--- src/rtl/debounced_hex_counter.sv ---
// Two raw push buttons -> synchronize, debounce, detect press edge -> wrapping
// up/down count (0..MAX_COUNT) with a one-cycle strobe on every count change.
module debounced_hex_counter #(
  parameter int DEBOUNCE_LIMIT = 250000,
  parameter int MAX_COUNT      = 15
) (
  input  logic       CLK,
  input  logic       RST,
  input  logic       i_Switch_Up,
  input  logic       i_Switch_Down,
  output logic [3:0] o_Count,
  output logic       o_Count_Pulse,
  output logic       o_Up_Debounced,
  output logic       o_Down_Debounced
);

  localparam int         NUM_BTN    = 2;
  localparam int         CNT_W      = 20;
  localparam logic [CNT_W-1:0] C_LIMIT_M1 = CNT_W'(DEBOUNCE_LIMIT - 1);
  localparam logic [3:0] C_MAX      = 4'(MAX_COUNT);

  // Bit 0 is the up button, bit 1 the down button throughout.
  logic [NUM_BTN-1:0] w_raw;
  logic [NUM_BTN-1:0] r_sync1;
  logic [NUM_BTN-1:0] r_sync2;
  logic [NUM_BTN-1:0] r_stable;
  logic [NUM_BTN-1:0] r_stable_q;
  logic [CNT_W-1:0]   r_db_cnt [NUM_BTN];
  logic [NUM_BTN-1:0] w_press;

  logic [3:0] r_count;
  logic       r_pulse;
  logic [3:0] w_count_next;
  logic       w_pulse_next;

  assign w_raw = {i_Switch_Down, i_Switch_Up};

  always_ff @(posedge CLK or posedge RST) begin
    if (RST) begin
      r_sync1    <= '0;
      r_sync2    <= '0;
      r_stable   <= '0;
      r_stable_q <= '0;
      for (int i = 0; i < NUM_BTN; i++) begin
        r_db_cnt[i] <= '0;
      end
    end else begin
      r_sync1    <= w_raw;
      r_sync2    <= r_sync1;
      r_stable_q <= r_stable;
      for (int i = 0; i < NUM_BTN; i++) begin
        // Any cycle that agrees with the accepted level restarts the filter.
        if (r_sync2[i] == r_stable[i]) begin
          r_db_cnt[i] <= '0;
        end else if (r_db_cnt[i] == C_LIMIT_M1) begin
          r_stable[i] <= r_sync2[i];
          r_db_cnt[i] <= '0;
        end else begin
          r_db_cnt[i] <= r_db_cnt[i] + 1'b1;
        end
      end
    end
  end

  generate
    for (genvar gi = 0; gi < NUM_BTN; gi++) begin : g_press
      assign w_press[gi] = r_stable[gi] & ~r_stable_q[gi];
    end
  endgenerate

  always_comb begin
    w_count_next = r_count;
    w_pulse_next = 1'b0;
    case (w_press)
      2'b01: begin
        w_count_next = (r_count == C_MAX) ? 4'd0 : r_count + 4'd1;
        w_pulse_next = 1'b1;
      end
      2'b10: begin
        w_count_next = (r_count == 4'd0) ? C_MAX : r_count - 4'd1;
        w_pulse_next = 1'b1;
      end
      default: ;
    endcase
  end

  always_ff @(posedge CLK or posedge RST) begin
    if (RST) begin
      r_count <= '0;
      r_pulse <= 1'b0;
    end else begin
      r_count <= w_count_next;
      r_pulse <= w_pulse_next;
    end
  end

  assign o_Count          = r_count;
  assign o_Count_Pulse    = r_pulse;
  assign o_Up_Debounced   = r_stable[0];
  assign o_Down_Debounced = r_stable[1];

endmodule
--- config.mk ---
export PLATFORM = sky130hd
export DESIGN_NAME = debounced_hex_counter
export DESIGN_NICKNAME = d
export VERILOG_FILES = /design/src/rtl/debounced_hex_counter.sv
export SDC_FILE = /design/constraint.sdc
export NUM_CORES = 1
export LEC_CHECK = 0
export ABC_AREA = 1
export BUFFER_PORTS_ARGS = -buffer_cell sky130_fd_sc_hd__buf_2
export CAP_MARGIN = 20
export CORE_MARGIN = 2
export CORE_UTILIZATION = 50
export CTS_BUF_LIST = sky130_fd_sc_hd__clkbuf_8
export CTS_CLUSTER_DIAMETER = 200
export DETAILED_ROUTE_END_ITERATION = 8
export PLACE_DENSITY = 0.73
export REMOVE_ABC_BUFFERS = 1
export SLEW_MARGIN = 10
export SYNTH_ARGS = -nofsm -noshare
export SYNTH_HDL_FRONTEND = slang
export SYNTH_SLANG_ARGS = --single-unit
--- constraint.sdc ---
create_clock -name CLK -period 1.95 [get_ports CLK]
set_input_delay 0.195 -clock CLK [delete_from_list [all_inputs] [get_ports CLK]]
set_output_delay 0.195 -clock CLK [all_outputs]
set_load 0.01 [all_outputs]
Word level (Yosys, flattened, before mapping)

Index checks and enable logic that the tools add are counted.

Add/sub/neg operators: 4
Equal/unequal tests: 7
Multiplexer cells: 8
Bitwise logic cells: 6
Reductions and logical operators: 5

Operators with widths:

| kind                                                                    | number |
|---|---|
| 20-bit two-way mux                                                      | 4 |
| 20-bit by 1-bit adder with 20-bit output, second input constant         | 2 |
| 20-bit by 18-bit equality test with 1-bit output, second input constant | 2 |
| 4-bit two-way mux                                                       | 2 |
| 4-bit one-hot mux with 2 select lines                                   | 1 |
| 4-bit by 1-bit adder with 4-bit output, second input constant           | 1 |
| 4-bit equality test, second input constant                              | 1 |
| 4-bit zero test                                                         | 1 |
| 1-bit inverter                                                          | 4 |
| 2-bit AND reduction                                                     | 2 |
| 4-bit by 1-bit subtractor with 4-bit output, second input constant      | 1 |
| 1-bit AND                                                               | 2 |
| 1-bit equality test                                                     | 2 |
| 2-bit by 1-bit equality test with 1-bit output, second input constant   | 1 |
| 2-bit equality test, second input constant                              | 1 |
| 2-bit nonzero test                                                      | 1 |
| 2-bit OR reduction                                                      | 1 |
| 1-bit two-way mux                                                       | 1 |

Bits in registers: 53
Input bits: 4
Output and inout bits: 7
Word-level logic and storage cells: 39

Logic depth before layout (Yosys ltp)

Depth after elaboration: 5
Gate-level depth with buffers: 8
Mapped depth without buffers: 8

Worst setup path before layout

OpenSTA, ideal clock, no wires.

Path type: register to register
From: register r_stable[1]
To: register r_count[2] (netlist: o_Count[2])
Setup time: 0.118 ns
Arrival: 1.249 ns
Data required time: 1.832 ns
Path slack: 0.583 ns
Stages on the path, launching flop included: 8
Buffers on the path: 0
Period minus slack after synthesis: 1.367 ns
Cell sequence: dfrtp_1 -> inv_1 -> nor2_1 -> ha_1 -> inv_1 -> o21ai_0 -> xor2_1 -> inv_1

Longest elaborated chain between the ends: 3
Elaborated cells between the ends (all ways): 5
Classes of those cells: eq/ne: 2; mux: 1; bitwise: 1; reduce/logical: 1

RTL lines:

| what                                                                                  | RTL line | text |
|---|---|---|
| start: declaration                                                                    | 26       | `logic [NUM_BTN-1:0] r_stable;` |
| start signal: indexed assignment                                                      | 56       | `r_stable[i] <= r_sync2[i];` |
| 1-bit AND (*)                                                                         | 67       | `assign w_press[gi] = r_stable[gi] & ~r_stable_q[gi];` |
| 2-bit equality test or 2-bit by 1-bit equality test with 1-bit output (tied branches) | 74       | `case (w_press)` |
| 4-bit one-hot mux with 2 select lines or 2-bit nonzero test (tied branches)           | n/a      |  |
| end signal: assignment                                                                | 92       | `r_count <= w_count_next;` |
| end: declaration                                                                      | 31       | `logic [3:0] r_count;` |

Mark *: on every way between the ends. The rest lies on a longest branch, timed or not.
A chain may end at the register's enable or synchronous reset.

Final worst setup path

From: register r_db_cnt[20] (netlist name)
To: register r_db_cnt[27] (netlist name)

Longest elaborated chain between the ends: 3
Elaborated cells between the ends (all ways): 4
Classes of those cells: add/sub: 1; eq/ne: 1; mux: 2

RTL lines:

| what                                                                                                         | RTL line | text |
|---|---|---|
| start: declaration                                                                                           | 28       | `logic [CNT_W-1:0] r_db_cnt [NUM_BTN];` |
| start signal: indexed assignment                                                                             | 59       | `r_db_cnt[i] <= r_db_cnt[i] + 1'b1;` |
| 20-bit by 1-bit adder with 20-bit output or 20-bit by 18-bit equality test with 1-bit output (tied branches) | 59, 55   |  |
| 20-bit two-way mux (*)                                                                                       | 55       | `end else if (r_db_cnt[i] == C_LIMIT_M1) begin` |
| 20-bit two-way mux (*)                                                                                       | 53       | `if (r_sync2[i] == r_stable[i]) begin` |

Marked as above.

==> metrics.txt <==
register area share after synthesis=about 45%; critical path fanouts, max=7; die outline width=approximately 81 um; CTS tree=yes; number of synthesized flops with an enable pin=0; Chip Height=81.1 um; final hold viol count=0; DR WL/cell=approximately 12 um; Yosys cell types=25; max-slew violation count=0; CTS Buffer Depth=2; FFs w/ async S/R, synth=100%; multi-input logic area=0.00148 mm2; dominant cell type by area after synthesis=dfrtp_1; count leader, synth=nor2_1; Crit-path slowest cell=dfrtp_1; Synth area leaders=dfrtp_1 (45%), nor2_1 (9.9%), nand2_1 (8.8%), inv_1 (5.1%), nand3_1 (4.5%); Sequential Power Share=between 60% and 70%; Final Skew=slightly below 0.01 ns; crit path kind=register to register; Syn Area/Cell=between 7 and 8 um2; Core Region=a little under 0.006 mm2; global-route wire length before repair=roughly 11000 um; Pre-antenna DRT Iters=4; Top Ports=11; endpoint class of the critical path=register; Gate power share=4.2%; Overflow after GRT=0; Max H-tree Level=2; dpl cells=between 400 and 500; crit-path max cell delay=between 0.4 and 0.5 ns; post-synth top area share=between 40% and 50%; CTS root buffer=clkbuf_8; Final Wtd Congestion=0.908; fin nets=403; RSZ-0062 raised after global routing=no; delay-heaviest family, CP=simple AND/OR/NAND/NOR gates; Final setup viols=0; VDD IR max=roughly 0.00029 V; Switching Share=between 20 and 25%; Leakage Power=about 0.0014 uW; # rows=28; initial DRC count=between 150 and 200; part of the cycle the worst path needs=76.4%; Antenna Nets Post-Route=0; crit path launch type=register; PD cells=roughly 560 mW/mm2; Clock Latency Late Sink=0.31 ns; gr usage total=20.3%; Remaining DRCs=0; hold crit path type=register to register; Sequential Area=0.00133 mm2; Area growth syn-to-layout=9.60%; die area=0.00658 mm2; routed wire length=between 5000 and 6000 um; TNS Setup=0 ns; P_sw=between 400 and 500 uW; CTS sink cnt=53; routed vias=2398; Fmax=about 670 MHz; ratio of cells with drive above 1 in the final layout=16.7%; DP Wirelength=approximately 4300 um; Finished Layout Cells=470; Final min period=approximately 1.5 ns; Starting Density=51.1%; outcome=completed; Post-Syn Area=0.00297 mm2; max-cap viol count=0; antenna violations before repair=0; worst-margin pin slew=between 0.4 and 0.5 ns; clk slew on worst S/H paths=~0.090 ns; relative slew slack=slightly below 70%; CP Buf/Inv Count=0; synth cell count leaders=nor2_1 (78), nand2_1 (70), dfrtp_1 (53), inv_1 (40), nand3_1 (27); CTS Buf Count=5; PortBufs=10; fillcell total=~560; DR vias/cell=a little over 5; largest net degree at the start of global routing=34; register bit total from synthesis=53; synthesis warning total=0; crit path DAT=between 1.5 and 2 ns; Diodes inserted=0; Worst EP required=roughly 2.2 ns; vias in the first global route=roughly 2400; Syn Inst Count=373; Power Internal=~1400 uW; Synth Flop Type=dfrtp_1; post-CTS resize count=0; Clock power frac=around a third; most frequent CP cell=nor2_1; CP Cell Sequence=ha_1, nand3_1, nor2_1, nand3_2, nand2_2, nor2_1
==> logic make-up after synthesis <==
| kind of cell | share of synthesized area [%] |
|---|---|
| AOI/OAI and AO/OA | 4.38 |
| DFF | 44.6 |
| adders and majority gates | 2.11 |
| buffers and inverters | 5.56 |
| and+or+nand+nor | 36.3 |
| xor gates and xnor gates | 6.99 |
==> sequential cells by signal, summed over array words and instances (netlist names) <==
name           flops
o_Count            4
r_stable_q         2
r_db_cnt          40
o_Count_Pulse      1
r_sync2            2
r_stable           2
r_sync1            2
==> through the flow <==
stage / worst slack (ns) / instance area [um2] / hold WS (ns) / power, uW / util (%)
after floorplan: 0.469 / 2970 / 0.226 / 1200 / -
after global placement: 0.537 / 3140 / 0.227 / 1220 / 53.9
after detailed placement: 0.489 / 3140 / 0.238 / 1220 / 53.9
after CTS: 0.477 / 3260 / 0.361 / 1850 / 56.0
after global routing: 0.292 / 3260 / 0.375 / 1910 / 56.0
final: 0.460 / 3260 / 0.357 / 1830 / 56.0
==> layer usage <==
metal	up-vias	part of all wire, %	track usage [%]
li1	1213	-	-
met1	1124	48	28.0
met2	51	47	31.7
met3	10	3.8	3.78
met4	0	1.2	7.97
met5	-	0	0
==> worst register-to-register path, stage by stage, from the launching register on <==
cell and delay, ns:
dfrtp_1 0.41, ha_1 0.24, nand3_1 0.13, nor2_1 0.18, nand3_2 0.17, nand2_2 0.19
nor2_1 0.07
==> layout make-up <==
type	instances	share of cell area (%)
flip-flops and latches	53	40.7
well taps	75	2.88
clock buffers	5	2.11
multi-input cells	276	45.4
repair buffers	14	3.07
clock inverters	3	0.692
inverters	44	5.07
==> worst paths after layout <==
path | start | end | slack (ns) | cells after the start
min in group asynchronous | RST | r_sync1[0]$_DFF_PP0_ | 0.43 | 3
hold / removal | r_sync1[1]$_DFF_PP0_ | r_sync2[1]$_DFF_PP0_ | 0.36 | 0
max in group asynchronous | RST | r_db_cnt[22]$_DFF_PP0_ | 0.98 | 4
hold reg to reg | r_sync1[1]$_DFF_PP0_ | r_sync2[1]$_DFF_PP0_ | 0.36 | 0
setup reg to reg | r_db_cnt[20]$_DFF_PP0_ | r_db_cnt[27]$_DFF_PP0_ | 0.46 | 6
setup / recovery | r_db_cnt[20]$_DFF_PP0_ | r_db_cnt[27]$_DFF_PP0_ | 0.46 | 6
==> power groups by stage <==
stage               clock network [uW]  registers, uW  logic (uW)
floorplan                            0           1150        50.9
global route                       691           1130        92.8
global placement                     0           1150        73.7
CTS                                640           1130        79.5
detailed placement                   0           1150        74.7
finish                             629           1130        77.9
==> cells in the final DEF (no fill, tap or decap), drive strengths merged <==
cell / instances
nor2: 97
nand2: 84
dfrtp: 53
inv: 44
nand3: 31
xor2: 15
buf: 11
o21ai: 11
nand4: 10
a21oi: 10
xnor2: 7
ha: 5
clkbuf: 5
clkinvlp: 3
dlygate4sd3: 3
nor3b: 2
and2: 1
a31oi: 1
a211oi: 1
o22ai: 1
==> what timing repair did <==
item                                    4_1_cts  5_1_grt
hold buffers                                  3        0
setup buffers                                 0        0
hold endpoints to repair                     22        0
endpoints found under the setup margin        0        0
Note: power is estimated with default switching activity, not from simulation.
